`src/rtl/cpu_types_pkg.sv`:
```
// Shared CPU/memory types: RAM handshake states, arbiter states and default limits.
// Pure declarations, no logic.
package cpu_types_pkg;

    typedef logic [31:0] word_t;

    typedef enum logic [1:0] {
        FREE   = 2'd0,
        BUSY   = 2'd1,
        ACCESS = 2'd2,
        ERROR  = 2'd3
    } ramstate_t;

    typedef enum logic [1:0] {
        IDLE,
        DACC,
        IACC,
        RESP
    } arb_state_t;

    localparam word_t BAD_DATA         = 32'hBAD1BAD1;
    localparam int    DEF_STARVE_LIMIT = 4;
    localparam int    DEF_RETRY_LIMIT  = 3;

endpackage

```
`src/rtl/arb_priority_sel.sv`:
```
// Grant decision for the RAM port: dcache first, icache forced after STARVE_LIMIT losses.
// Combinational grant, only valid while the arbiter is idle; starve_cnt updates on the grant edge.
module arb_priority_sel
    import cpu_types_pkg::*;
#(
    parameter int STARVE_LIMIT = DEF_STARVE_LIMIT
) (
    input  logic clk,
    input  logic rst_n,
    input  logic arb_idle,
    input  logic ireq,
    input  logic dreq,
    output logic grant_i,
    output logic grant_d
);

    localparam int SCW = $clog2(STARVE_LIMIT + 1);

    logic [SCW-1:0] starve_cnt;
    logic           starved;

    assign starved = (starve_cnt == SCW'(STARVE_LIMIT));

    always_comb begin
        grant_i = 1'b0;
        grant_d = 1'b0;
        if (arb_idle) begin
            if (dreq && !(ireq && starved)) begin
                grant_d = 1'b1;
            end else if (ireq) begin
                grant_i = 1'b1;
            end
        end
    end

    // Counts dcache wins only while icache is actually waiting; saturates at the limit.
    always_ff @(posedge clk or negedge rst_n) begin
        if (!rst_n) begin
            starve_cnt <= '0;
        end else if (grant_i) begin
            starve_cnt <= '0;
        end else if (grant_d) begin
            if (!ireq) begin
                starve_cnt <= '0;
            end else if (!starved) begin
                starve_cnt <= starve_cnt + 1'b1;
            end
        end
    end

endmodule

```
`src/rtl/mem_req_arbiter.sv`:
```
// Serializes icache fills and dcache accesses onto one RAM port; request->hit is 2 cycles minimum.
// Requesters hold until their one-cycle hit; RAM BUSY/FREE stalls, ERROR retries up to RETRY_LIMIT.
module mem_req_arbiter
    import cpu_types_pkg::*;
#(
    parameter int STARVE_LIMIT = DEF_STARVE_LIMIT,
    parameter int RETRY_LIMIT  = DEF_RETRY_LIMIT
) (
    input  logic      CLK,
    input  logic      nRST,
    input  logic      imemREN,
    input  word_t     imemaddr,
    output logic      ihit,
    output word_t     imemload,
    input  logic      dmemREN,
    input  logic      dmemWEN,
    input  word_t     dmemaddr,
    input  word_t     dmemstore,
    output logic      dhit,
    output word_t     dmemload,
    output logic      ramREN,
    output logic      ramWEN,
    output word_t     ramaddr,
    output word_t     ramstore,
    input  word_t     ramload,
    input  ramstate_t ramstate,
    output logic      err_flag
);

    localparam int RCW = $clog2(RETRY_LIMIT + 1);

    arb_state_t     state, state_nxt;
    word_t          addr_q, store_q;
    logic           wr_q, icache_q;
    logic [RCW-1:0] retry_cnt, retry_nxt;
    logic           grant_i, grant_d;
    logic           load_cap, load_bad;
    logic           active;

    arb_priority_sel #(
        .STARVE_LIMIT(STARVE_LIMIT)
    ) u_sel (
        .clk     (CLK),
        .rst_n   (nRST),
        .arb_idle(state == IDLE),
        .ireq    (imemREN),
        .dreq    (dmemREN | dmemWEN),
        .grant_i (grant_i),
        .grant_d (grant_d)
    );

    always_comb begin
        state_nxt = state;
        retry_nxt = retry_cnt;
        load_cap  = 1'b0;
        load_bad  = 1'b0;
        case (state)
            IDLE: begin
                if (grant_i) begin
                    state_nxt = IACC;
                end else if (grant_d) begin
                    state_nxt = DACC;
                end
            end
            DACC, IACC: begin
                case (ramstate)
                    ACCESS: begin
                        load_cap  = 1'b1;
                        retry_nxt = '0;
                        state_nxt = RESP;
                    end
                    ERROR: begin
                        if (retry_cnt == RCW'(RETRY_LIMIT - 1)) begin
                            load_bad  = 1'b1;
                            retry_nxt = '0;
                            state_nxt = RESP;
                        end else begin
                            retry_nxt = retry_cnt + 1'b1;
                        end
                    end
                    default: ;
                endcase
            end
            RESP:    state_nxt = IDLE;
            default: state_nxt = IDLE;
        endcase
    end

    always_ff @(posedge CLK or negedge nRST) begin
        if (!nRST) begin
            state     <= IDLE;
            retry_cnt <= '0;
            addr_q    <= '0;
            store_q   <= '0;
            wr_q      <= 1'b0;
            icache_q  <= 1'b0;
            imemload  <= '0;
            dmemload  <= '0;
            err_flag  <= 1'b0;
        end else begin
            state     <= state_nxt;
            retry_cnt <= retry_nxt;
            if (grant_i) begin
                addr_q   <= imemaddr;
                store_q  <= '0;
                wr_q     <= 1'b0;
                icache_q <= 1'b1;
            end else if (grant_d) begin
                // A simultaneous read+write request is served as a write.
                addr_q   <= dmemaddr;
                store_q  <= dmemstore;
                wr_q     <= dmemWEN;
                icache_q <= 1'b0;
            end
            if (load_cap) begin
                if (icache_q) begin
                    imemload <= ramload;
                end else if (!wr_q) begin
                    dmemload <= ramload;
                end
            end else if (load_bad) begin
                if (icache_q) begin
                    imemload <= BAD_DATA;
                end else begin
                    dmemload <= BAD_DATA;
                end
            end
            if (load_bad) begin
                err_flag <= 1'b1;
            end
        end
    end

    // RAM drive decodes straight from state so an async reset drops the enables immediately.
    assign active   = (state == DACC) || (state == IACC);
    assign ramREN   = active && !wr_q;
    assign ramWEN   = active && wr_q;
    assign ramaddr  = active ? addr_q : '0;
    assign ramstore = ramWEN ? store_q : '0;
    assign ihit     = (state == RESP) && icache_q;
    assign dhit     = (state == RESP) && !icache_q;

endmodule

```
`config.mk`:
```
export PLATFORM = sky130hd
export DESIGN_NAME = mem_req_arbiter
export DESIGN_NICKNAME = d
export VERILOG_FILES = /design/src/rtl/cpu_types_pkg.sv /design/src/rtl/arb_priority_sel.sv /design/src/rtl/mem_req_arbiter.sv
export SDC_FILE = /design/constraint.sdc
export NUM_CORES = 1
export LEC_CHECK = 0
export ABC_AREA = 1
export BUFFER_PORTS_ARGS = -buffer_cell sky130_fd_sc_hd__buf_2
export CAP_MARGIN = 40
export CORE_ASPECT_RATIO = 0.8
export CORE_MARGIN = 4
export CORE_UTILIZATION = 42
export DETAILED_ROUTE_END_ITERATION = 16
export HOLD_SLACK_MARGIN = 0.12
export PLACE_DENSITY = 0.71
export SKIP_CTS_REPAIR_TIMING = 1
export SYNTH_ARGS = -nofsm -noshare
export SYNTH_HDL_FRONTEND = slang
export SYNTH_SLANG_ARGS = --single-unit
export TNS_END_PERCENT = 50
```
`constraint.sdc`:
```
create_clock -name CLK -period 1.87 [get_ports CLK]
set_input_delay 0.187 -clock CLK [delete_from_list [all_inputs] [get_ports CLK]]
set_output_delay 0.187 -clock CLK [all_outputs]
set_load 0.02 [all_outputs]
```
==> flow_metrics.tcl <==
set metrics [dict create \
    status "finished with violations" \
    violations "setup timing" \
    hp-class "in -> reg" \
    synth_edf_count 0 \
    synth_top_area_share_pct 53.63 \
    timing.fmax_mhz 500.6 \
    ys_ff_latch 138 \
    nets 1338 \
    relSlewSlack_pct 55.43 \
    crit_path_start_kind "flip-flop" \
    clockBufferDepth 2 \
    num_rows 40 \
    layout.cells.non_filler 1402 \
    die-area_um2 17390 \
    met2_usage_pct 33.39 \
    synth-main-ff-cell "dfrtp_1" \
    ir_drop_mv 0.9237 \
    grt_busiest_layer "met2" \
    ant_nets 0 \
    grt_util_all_layers_pct 21.40 \
    grt_pass1_wl_mm 30.24 \
    cp_slowest_cell "dfrtp_1" \
    fill_cells 1075 \
    wl_per_cell_um 16.71 \
    pwr-share-clk_pct 20.2 \
    routed_wl_mm 23.43 \
    setup_violations 39 \
    cts_tree "yes" \
    synth_top_cell_by_area "dfrtp_1" \
    criticalPathCategory "reg -> out" \
    grt_pass1_vias 6079 \
    power_switching_mw 8.181 \
    async_reset_ff_share_pct 100.0 \
    clkTransAtPathRegs_ns 0.06 \
    dpl_cell_area_um2 8028 \
    yosysMostFrequentCell "nand2_1" \
    dp_hpwl_mm 12.87 \
    power.switching_fraction_pct 43.69 \
    skew_ns 0.008196 \
    syn_area_um2 6439 \
    syn-instance-count 820 \
    cts_num_sinks 138 \
    antenna_found_initial 1 \
    final-max-slew-violation-count 0 \
    die_h_um 118.7 \
    synthTopCellsByArea "dfrtp_1 54%, nand2_1 18%, nand3_1 8.4%" \
    grtUsageMet1_pct 28.40 \
    die_w_um 146.4 \
    combPwrFrac_pct 52.4 \
    fin_util_pct 68.90 \
    viasPerCell 5.014 \
    intPower_mw 10.54 \
    start_util_pct 42.88 \
    path_buf_inv 4 \
    grt_max_degree 46 \
    cts_root_buffer "clkbuf_16" \
    max_stage_delay_ns 0.38 \
    period_share_pct 106.8 \
    synth_cell_type_count 23 \
    drt_iter0_drc 518 \
    p_leak_nw 5.732 \
    max_cap_violations 0 \
    dp.cells 1252 \
    required_ns 1.68 \
    setup-tns-final_ns -1.934 \
    io_buffers 267 \
    cp_cell_sequence "inv_2 -> ha_4 -> buf_12 -> nand2_8 -> clkbuf_16 -> nor2_2 -> buf_4" \
    drive_gt1_share_pct 32.67 \
    vias 7030 \
    hold_slack_ns 0.1055 \
    core_area_um2 15010 \
    clock_latency_ns 0.41 \
    gr-total-overflow 0 \
    dp_slack_ns 0.05063 \
    worst_slew_pin_slew_ns 0.6676 \
    drc_errors 0 \
    syn_avg_cell_area_um2 7.852 \
    stdcell_area_um2 10340 \
    arrival_ns 1.81 \
    ys_warn_count 0 \
    syn_to_final_growth_pct 60.67 \
    crit_fanout 8 \
    cp-end-kind "output port" \
    hold_viol_final 0 \
    cts_htree_levels 4 \
    p_total_mw 18.72 \
    rsz0062_at_grt "yes" \
    grtUsageMet3_pct 6.823 \
    firstDrtPassIters 5 \
    seqPwrFrac_pct 27.5 \
    power_density_nw_per_um2 1810 \
    fin_ws_ns -0.1276 \
    yosys-top-cells-count "303 x nand2_1, 138 x dfrtp_1, 108 x nand3_1" \
    finalCriticalPeriod_ns 1.998 \
    syn_nets 959 \
    seq_area_frac_synth_pct 53.63 \
    routabilityCongestion 0.8001 \
    pin_count 268 \
    cts_buffers 17 \
    cpLargestDelayFamily "buffers and inverters" \
]
==> layout make-up <==
type	count	area (um2)	area share, %
Antenna cell	1	2.502	0.02419
Inverter	100	375.4	3.628
Clock inverter	13	215.2	2.080
Multi-Input combinational cell	536	2494	24.11
Timing Repair Buffer	406	3126	30.21
Sequential cell	138	3453	33.38
Tap cell	189	236.5	2.286
Clock buffer	19	442.9	4.282
==> path summary, 6_finish.rpt <==
path	start	endpoint	slack [ns]	depth (start not counted)
worst max-delay path	state[1]	ramstore[30]	-0.13	7
worst min-delay path	ramload[13]	dmemload[13]	0.11	4
worst max register to register	state[1]	dmemload[6]	0.15	9
worst min register to register	err_flag	err_flag	0.45	2
max in group asynchronous	nRST	dmemload[0]	0.96	3
min in group asynchronous	nRST	dmemload[18]	0.28	2
==> state kept, by name (all words and copies together), names as in the netlist <==
register	flops
addr_q	32
dmemload	32
err_flag	1
icache_q	1
imemload	32
retry_cnt	2
state	2
store_q	32
u_sel.starve_cnt	3
wr_q	1
==> tightest hold or removal path, stage by stage <==
cell and delay, ns:
buf_2 0.07, or2_2 0.11, nand3_1 0.06, nand2_1 0.06
==> cells in the final DEF (no fill, tap or decap), types with 19 or more instances in the layout <==
master and count:
o21ai_0 35, dfrtp_1 138, clkbuf_16 20, nor2_1 27, buf_6 30, inv_2 19, inv_1 81, buf_4 54
nand3_1 108, buf_2 200, dlygate4sd3_1 107, nand2_1 302
==> metal layers <==
layer	part of all wire (%)	vias up
li1	-	3266
met4	2.9	0
met2	48	397
met3	8.9	75
met1	40	3292
met5	0	-
==> power by group through the flow <==
stage	logic (mW)	registers (mW)	clock network, mW
after detailed placement	7.70	5.10	0
after CTS	7.72	5.07	3.82
after global routing	10.6	5.29	3.95
after floorplan	4.36	5.74	0
after global placement	7.59	5.08	0
final	9.81	5.14	3.77
==> kinds of logic after synthesis <==
family	synth area share, %
AND/OR/NAND/NOR	31.73
buffers and inverters	10.10
flip-flops	53.63
AO/OA/AOI/OAI	3.751
adder cells (fa/ha/maj)	0.7773
Note: power is estimated with default switching activity, not from simulation.
